File: config.mk
export PLATFORM = sky130hd
export DESIGN_NAME = keypad_number_entry
export DESIGN_NICKNAME = d
export VERILOG_FILES = /design/src/rtl/keypad_pkg.sv /design/src/rtl/ps2_key_classifier.sv /design/src/rtl/keypad_number_entry.sv
export SDC_FILE = /design/constraint.sdc
export NUM_CORES = 1
export LEC_CHECK = 0
export CORE_MARGIN = 2
export CORE_UTILIZATION = 54
export CTS_BUF_LIST = sky130_fd_sc_hd__clkbuf_8
export DETAILED_ROUTE_END_ITERATION = 10
export PLACE_DENSITY = 0.88
export SLEW_MARGIN = 20
export SYNTH_ARGS = -nofsm -noshare
export SYNTH_HDL_FRONTEND = slang
export SYNTH_SLANG_ARGS = --single-unit
File: constraint.sdc
create_clock -name clk -period 3.55 [get_ports clk]
set_clock_uncertainty 0.15 [all_clocks]
set_input_delay 0.355 -clock clk [delete_from_list [all_inputs] [get_ports clk]]
set_output_delay 0.355 -clock clk [all_outputs]
set_load 0.005 [all_outputs]
File: src/rtl/keypad_pkg.sv
// Scan codes, key classes and FSM states for the keypad number entry block.
// Numpad codes are only used when KEYPAD_NUMBER_ENTRY_NUMPAD_EN is defined.
package keypad_pkg;

    localparam logic [8:0] SC_DIGIT [10] = '{
        9'h045, 9'h016, 9'h01E, 9'h026, 9'h025,
        9'h02E, 9'h036, 9'h03D, 9'h03E, 9'h046
    };

    localparam logic [8:0] SC_NUMPAD [10] = '{
        9'h070, 9'h069, 9'h072, 9'h07A, 9'h06B,
        9'h073, 9'h074, 9'h06C, 9'h075, 9'h07D
    };

    localparam logic [8:0] SC_ENTER    = 9'h05A;
    localparam logic [8:0] SC_KP_ENTER = 9'h15A;
    localparam logic [8:0] SC_BKSP     = 9'h066;
    localparam logic [8:0] SC_ESC      = 9'h076;
    localparam logic [8:0] SC_KP_MINUS = 9'h07B;

    typedef enum logic [2:0] {
        KC_NONE,
        KC_DIGIT,
        KC_ENTER,
        KC_BKSP,
        KC_ESC
    } key_class_e;

    typedef enum logic {
        ST_IDLE,
        ST_HELD
    } state_e;

endpackage

File: src/rtl/ps2_key_classifier.sv
// Maps a 9-bit scan code (bit 8 = E0 flag) to a key class and digit.
// Numpad digits and keypad '-' decode under KEYPAD_NUMBER_ENTRY_NUMPAD_EN.
module ps2_key_classifier
    import keypad_pkg::*;
(
    input  logic [8:0] code_i,
    output key_class_e kc_o,
    output logic [3:0] digit_o
);

    always_comb begin
        kc_o    = KC_NONE;
        digit_o = 4'd0;
        for (int i = 0; i < 10; i++) begin
            if (code_i == SC_DIGIT[i]) begin
                kc_o    = KC_DIGIT;
                digit_o = 4'(i);
            end
        end
`ifdef KEYPAD_NUMBER_ENTRY_NUMPAD_EN
        for (int i = 0; i < 10; i++) begin
            if (code_i == SC_NUMPAD[i]) begin
                kc_o    = KC_DIGIT;
                digit_o = 4'(i);
            end
        end
        if (code_i == SC_KP_MINUS) kc_o = KC_BKSP;
`endif
        case (code_i)
            SC_ENTER, SC_KP_ENTER: kc_o = KC_ENTER;
            SC_BKSP:               kc_o = KC_BKSP;
            SC_ESC:                kc_o = KC_ESC;
            default: ;
        endcase
    end

endmodule

File: src/rtl/keypad_number_entry.sv
// Multi-digit decimal entry with backspace, clear and range-checked commit.
// Optional numpad decode: define KEYPAD_NUMBER_ENTRY_NUMPAD_EN.
module keypad_number_entry
    import keypad_pkg::*;
#(
    parameter int MAX_DIGITS = 2,
    parameter int VAL_W      = 7,
    parameter int MIN_VALUE  = 1,
    parameter int MAX_VALUE  = 25
) (
    input  logic             clk,
    input  logic             rst,
    input  logic             key_valid,
    input  logic [8:0]       last_change,
    input  logic             key_is_down,
    output logic [VAL_W-1:0] entry_value,
    output logic [2:0]       digit_count,
    output logic             num_valid,
    output logic [VAL_W-1:0] num_value,
    output logic             err_pulse
);

    localparam int BUF_W = 4 * MAX_DIGITS;

    key_class_e       kc;
    logic [3:0]       digit;
    state_e           state_q, state_d;
    logic [8:0]       held_q, held_d;
    logic [BUF_W-1:0] digits_q, digits_d;
    logic [2:0]       count_q, count_d;
    logic [VAL_W-1:0] num_value_q, num_value_d;
    logic             num_valid_q, num_valid_d;
    logic             err_q, err_d;
    logic [31:0]      value;
    logic             act, rel_held, in_range;

    ps2_key_classifier u_cls (
        .code_i  (last_change),
        .kc_o    (kc),
        .digit_o (digit)
    );

    // Digit 0 of the buffer is the most recently typed (least significant)
    always_comb begin
        logic [31:0] pw;
        value = '0;
        pw    = 32'd1;
        for (int i = 0; i < MAX_DIGITS; i++) begin
            value = value + 32'(digits_q[4*i +: 4]) * pw;
            pw    = pw * 32'd10;
        end
    end

    assign in_range = (count_q != 3'd0)
                   && (value >= 32'(MIN_VALUE))
                   && (value <= 32'(MAX_VALUE));

    assign act = (state_q == ST_IDLE) && key_valid
              && key_is_down && (kc != KC_NONE);

    assign rel_held = (state_q == ST_HELD) && key_valid
                   && !key_is_down && (last_change == held_q);

    always_ff @(posedge clk) begin
        if (rst) begin
            state_q     <= ST_IDLE;
            held_q      <= '0;
            digits_q    <= '0;
            count_q     <= '0;
            num_value_q <= '0;
            num_valid_q <= 1'b0;
            err_q       <= 1'b0;
        end else begin
            state_q     <= state_d;
            held_q      <= held_d;
            digits_q    <= digits_d;
            count_q     <= count_d;
            num_value_q <= num_value_d;
            num_valid_q <= num_valid_d;
            err_q       <= err_d;
        end
    end

    always_comb begin
        state_d = state_q;
        unique case (state_q)
            ST_IDLE: if (act)      state_d = ST_HELD;
            ST_HELD: if (rel_held) state_d = ST_IDLE;
            default:               state_d = ST_IDLE;
        endcase
    end

    always_comb begin
        held_d      = held_q;
        digits_d    = digits_q;
        count_d     = count_q;
        num_value_d = num_value_q;
        num_valid_d = 1'b0;
        err_d       = 1'b0;
        if (act) begin
            held_d = last_change;
            case (kc)
                KC_DIGIT: begin
                    if (count_q < 3'(MAX_DIGITS)) begin
                        digits_d = (digits_q << 4) | BUF_W'(digit);
                        count_d  = count_q + 3'd1;
                    end else begin
                        err_d = 1'b1;
                    end
                end
                KC_BKSP: begin
                    if (count_q != 3'd0) begin
                        digits_d = digits_q >> 4;
                        count_d  = count_q - 3'd1;
                    end else begin
                        err_d = 1'b1;
                    end
                end
                KC_ESC: begin
                    digits_d = '0;
                    count_d  = '0;
                end
                KC_ENTER: begin
                    if (in_range) begin
                        num_value_d = value[VAL_W-1:0];
                        num_valid_d = 1'b1;
                    end else begin
                        err_d = 1'b1;
                    end
                    digits_d = '0;
                    count_d  = '0;
                end
                default: ;
            endcase
        end
    end

    assign entry_value = value[VAL_W-1:0];
    assign digit_count = count_q;
    assign num_valid   = num_valid_q;
    assign num_value   = num_value_q;
    assign err_pulse   = err_q;

endmodule

==> flow_summary.yaml, run 1 <==
status:
  status: "finished clean"
global_route:
  grt_pass1_wl_um: 8200
  grt_overflow: 0
  groute.usage.overall: 0.245
  antenna_found_initial: 0
  grt_start_max_net_pins: 21
  first_global_vias: 1750
power_and_ir_drop:
  power_density_nw_per_um2: 268
  p_sw_frac: 0.245
  p_leak_nw: 1.02
  p_switching_uw: 170
  combPwrFrac: 0.106
  vdd_drop_max_mv: 0.171
  power_uw: 694
  p_clk_frac: 0.407
  p_int_uw: 524
  seqPwrFrac: 0.487
synth:
  yosysSeqAreaShare: 0.285
  synthFlopType: "dfxtp_1"
  synthesis.area_um2: 2100
  ys_ff_latch: 30
  syn_inst: 245
  syn-num-nets: 268
  yosysWarnings: 0
  synth_edf_count: 0
  syn_avg_cell_area_um2: 8.59
  async_flop_share: 0
  synth_cell_types: 56
die:
  core_um2: 3720
  die_area_um2: 4410
  die-height_um: 66.4
  die_w_um: 66.4
  initial_core_util: 0.566
  rows: 22
  io_pins: 32
cts:
  clockBufferDepth: 2
  clk_pin_slew_ps: 60
  cts_htree_levels: 2
  cts_made_buffers: 5
  cts-root-buf: "clkbuf_8"
  cts.sinks: 30
  insertion_delay_ps: 290
  cts_tree: "done"
setup_path:
  end_kind: "flip-flop"
  crit_type: "reg -> reg"
  worst-r2r-setup-slack_ps: 170
  r2r-start: "digits_q[7]"
  cp_max_fo: 6
  cp_data_required_time_ps: 3620
  r2r_end: "num_value[1]"
  reg2reg_depth: 10
  path_cells: "ha_1, ha_1, fa_1, xor2_2, o311ai_0, mux2i_1, a211oi_1, nor4_4, buf_4, mux2i_1"
  cp-start-kind: "flip-flop"
  crit_arrival_ps: 3450
  critical_path.endpoint: "num_value[1]"
  cpMaxStageDelayCell: "dfxtp_1"
  slowest_delay_ps: 480
  crit_path_start: "digits_q[7]"
detailed_routing:
  drtIter0Drc: 171
  wire_per_inst_um: 15.3
  first_pass_iters: 4
  drc: 0
  via_count: 1989
  drt-vias-per-instance: 6.06
  ant_nets: 0
  postRouteWirelength_um: 5020
sta:
  fmax_ghz: 0.296
  setup_viol: 0
  drv_slew: 0
  slew_headroom: 0.531
  fin_crit_ps: 3380
  final-hold-violation-count: 0
  finalCritPeriodShare: 0.952
  worst_pin_slew_ps: 700
  worst_slack_ps: 172
placement:
  place_hpwl_um: 3810
  numPortBuffers: 31
  gp_congestion: 0.924
  pre_cts_ws_ps: 192
run:
  drv_cap: 0
layout:
  diodes: 0
  n_fill_cell: 294
  syn2layout_area_growth_pct: 23.1
  drive_above_1_share: 0.139
  final_nets: 302
min_path:
  hold_path.class: "reg -> reg"
## area by class of cell
cell class | count | area, µm² | share of cell area
clock buffers | 6 | 82.6 | 0.0319
well taps | 48 | 60.1 | 0.0232
multi-input cells | 191 | 1410 | 0.543
flip-flops and latches | 30 | 601 | 0.232
repair buffers | 43 | 400 | 0.155
inverters | 8 | 30.0 | 0.0116
clock inverters | 2 | 8.76 | 0.00338
## worst min-delay path by stage
stage,startpoint,cells after the start,slack (ps),to
floorplan,held_q[0],2,300,held_q[0]
global placement,num_value[1],2,300,num_value[1]
detailed placement,num_value[4],2,310,num_value[4]
CTS,num_value[4],2,320,num_value[4]
global route,num_value[6],1,340,num_value[6]
finish,num_value[4],2,320,num_value[4]
## cells in the final DEF (no fill, tap or decap), types with 6 or more instances in the layout
master	instances
dfxtp_1	30
o21ai_0	9
nor2_1	23
buf_4	12
mux2i_1	16
a211oi_1	7
clkdlybuf4s50_1	31
inv_1	9
nor3_1	6
a21oi_1	10
clkbuf_8	6
xnor2_1	10
nand2_1	21
ha_1	7
## power groups by stage
stage	registers (mW)	logic, mW	clock network [mW]
after detailed placement	0.345	0.0723	0
after CTS	0.338	0.0727	0.283
after floorplan	0.345	0.0434	0
after global routing	0.338	0.0792	0.297
after global placement	0.345	0.0712	0
final	0.338	0.0735	0.282
## synthesized netlist by cell type (all sizes together) (4+ instances only)
cell type  count  area (µm²)
a21oi         10        50.1
nand2b         5        31.3
clkbuf         7        26.3
o21ai          9        45.0
buf            9        52.6
o31ai          4        35.0
xnor2         10        87.6
inv            8        30.0
nand2         21        78.8
mux2i         16         160
ha             7        87.6
nor4           6        52.6
xor2           6        52.6
a211oi         7        52.6
a31o           4        35.0
nor2          23        86.3
nor3b          4        30.0
nand4          5        31.3
dfxtp         30         601
nor3           6        30.0
## worst max-delay path, delay by kind of cell (launching register included)
kind / cells / cell delay [ps]
fa+ha+maj: 3 / 970
flops: 1 / 480
mux: 2 / 380
buf+inv: 1 / 210
xor+xnor: 1 / 280
compound gates: 2 / 360
simple gates: 1 / 470
## state kept, by name (all words and copies together) (netlist names)
register / count
digit_count: 3
digits_q: 8
err_pulse: 1
held_q: 9
num_valid: 1
num_value: 7
state_q: 1
## what timing repair did
item                                    4_1_cts  5_1_grt
buffers inserted                              0        2
endpoints found under the setup margin        0        6
gates resized for setup                       0        1
hold buffers                                  0        0
## through the flow
stage	setup TNS [ps]	instances	instance area [µm²]	utilization	hold WS (ps)
3_5_place_dp	0	318	2480	0.666	307
3_3_place_gp	0	318	2480	0.666	297
2_1_floorplan	0	245	2100	-	299
4_1_cts	0	326	2570	0.691	317
6_report	0	328	2590	0.697	317
5_1_grt	-4.71	328	2590	0.697	340
## per-layer routing
metal,GRT usage,wire length [µm],up-vias
met1,0.300,2110,935
met5,0,0,-
met2,0.403,2460,79
li1,-,-,961
met4,0.112,146,0
met3,0.0596,303,14
## cell families (layout without fill, tap and decap cells)
logic type / after synthesis / after routing / share of synthesized area
xor gates and xnor gates: 16 / 16 / 0.0666
buffers and inverters: 24 / 59 / 0.0517
DFF: 30 / 30 / 0.285
AOI/OAI and AO/OA: 51 / 51 / 0.180
and+or+nand+nor: 96 / 96 / 0.257
adders and majority gates: 10 / 10 / 0.0702
muxes: 18 / 18 / 0.0886
Note: power is estimated with default switching activity, not from simulation.
==> run 2: changes to the inputs <==
Settings changed: CORE_MARGIN 2 to unset.
==> flow_summary.yaml, run 2 (synthesis gave the netlist of run 1 again) <==
status:
  status: "finished clean"
power_and_ir_drop:
  combPwrFrac: 0.097
  p_int_uw: 564
  p_clk_frac: 0.439
  vdd_drop_max_mv: 0.192
  p_leak_nw: 0.995
  p_switching_uw: 164
  seqPwrFrac: 0.464
  power_density_nw_per_um2: 284
  p_sw_frac: 0.225
  power_uw: 728
sta:
  final-hold-violation-count: 0
  fmax_ghz: 0.300
  finalCritPeriodShare: 0.939
  setup_viol: 0
  finalSetupTns_ps: 0
  rsz0062_at_grt: "no"
  drv_slew: 0
  slew_headroom: 0.261
  fin_crit_ps: 3330
  worst_pin_slew_ps: 1100
  whs_ps: 312
cts:
  cts_made_buffers: 5
  cts_tree: "done"
  insertion_delay_ps: 280
  clockBufferDepth: 2
  clk_pin_slew_ps: 60
  cts_setup_buffers: 0
  cts.sinks: 30
  cts-root-buf: "clkbuf_8"
  cts_htree_levels: 2
detailed_routing:
  drt-vias-per-instance: 5.97
  via_count: 1922
  drc: 0
  first_pass_iters: 4
  postRouteWirelength_um: 4750
  drtIter0Drc: 133
  wire_per_inst_um: 14.8
  ant_nets: 0
layout:
  top_register: "held_q"
  drive_above_1_share: 0.124
  layout_commonest_cell: "clkdlybuf4s50_1"
  syn2layout_area_growth_pct: 21.8
  layout_common_cells: "clkdlybuf4s50_1, dfxtp_1, nor2_1"
  largest_reg_flops: 9
  final_nets: 296
  diodes: 0
die:
  initial_core_util: 0.571
  core_um2: 3690
  die_w_um: 64.4
  die_area_um2: 4150
  die-height_um: 64.4
  io_pins: 32
  rows: 22
min_path:
  hold_path.class: "reg -> reg"
setup_path:
  cp_data_required_time_ps: 3600
  worst-r2r-setup-slack_ps: 220
  cp_max_fo: 6
  crit_arrival_ps: 3380
  end_kind: "flip-flop"
  crit_type: "reg -> reg"
  cp-start-kind: "flip-flop"
global_route:
  grt_start_max_net_pins: 22
  antenna_found_initial: 0
  groute.usage.overall: 0.255
  grt_overflow: 0
  grt_pass1_wl_um: 8270
  first_global_vias: 1815
placement:
  numPortBuffers: 31
  place_hpwl_um: 3490
  gp_congestion: 0.949
run:
  drv_cap: 0
-- run 2: final cells by class --
cell class / instances / area (µm²)
Inverter: 8 / 30.0
Clock buffer: 8 / 110
Sequential cell: 30 / 601
Tap cell: 48 / 60.1
Multi-Input combinational cell: 191 / 1410
Timing Repair Buffer: 37 / 355
Fill cell: 301 / 1120
-- run 2: layer usage --
layer / GRT usage / up-vias / wire length [µm]
met4: 0.114 / 0 / 129
li1: - / 951 / -
met3: 0.0493 / 13 / 228
met1: 0.322 / 892 / 2150
met2: 0.421 / 66 / 2240
met5: 0 / - / 0
-- run 2: what timing repair did --
action / 4_1_cts / 5_1_grt
gates resized for setup: 0 / 1
endpoints found under the hold margin: 0 / 0
hold buffers: 0 / 0
setup endpoints to repair: 0 / 1
-- run 2: critical path: stages, from the launching register on --
cell      delay [ps]
dfxtp_1          470
ha_1             290
ha_1             220
fa_1             610
nand2_1          100
o21ba_2          260
a21boi_0          80
a311oi_1         560
nor4_4           110
buf_4            200
nor3b_1          180
-- run 2: stage by stage --
stage          setup slack, ps  cells  area (µm²)   util
4_1_cts                    245    322        2560  0.693
6_report                   215    322        2560  0.695
5_1_grt                   82.2    322        2560  0.695
2_1_floorplan              417    245        2100      -
3_3_place_gp               347    314        2450  0.663
3_5_place_dp               248    314        2450  0.663
-- run 2: path summary, 6_finish.rpt --
check	from	to	cells past startpoint
worst max register to register	digits_q[7]	num_value[5]	10
worst max-delay path	digits_q[7]	num_value[5]	10
worst min register to register	num_value[0]	num_value[0]	2
worst min-delay path	num_value[0]	num_value[0]	2
-- run 2: power by group through the flow --
stage	clock, mW	combinational (mW)	sequential [mW]
3_3_place_gp	0	0.0681	0.345
5_1_grt	0.343	0.0766	0.338
2_1_floorplan	0	0.0434	0.345
4_1_cts	0.323	0.0694	0.338
6_report	0.320	0.0702	0.338
3_5_place_dp	0	0.0693	0.345
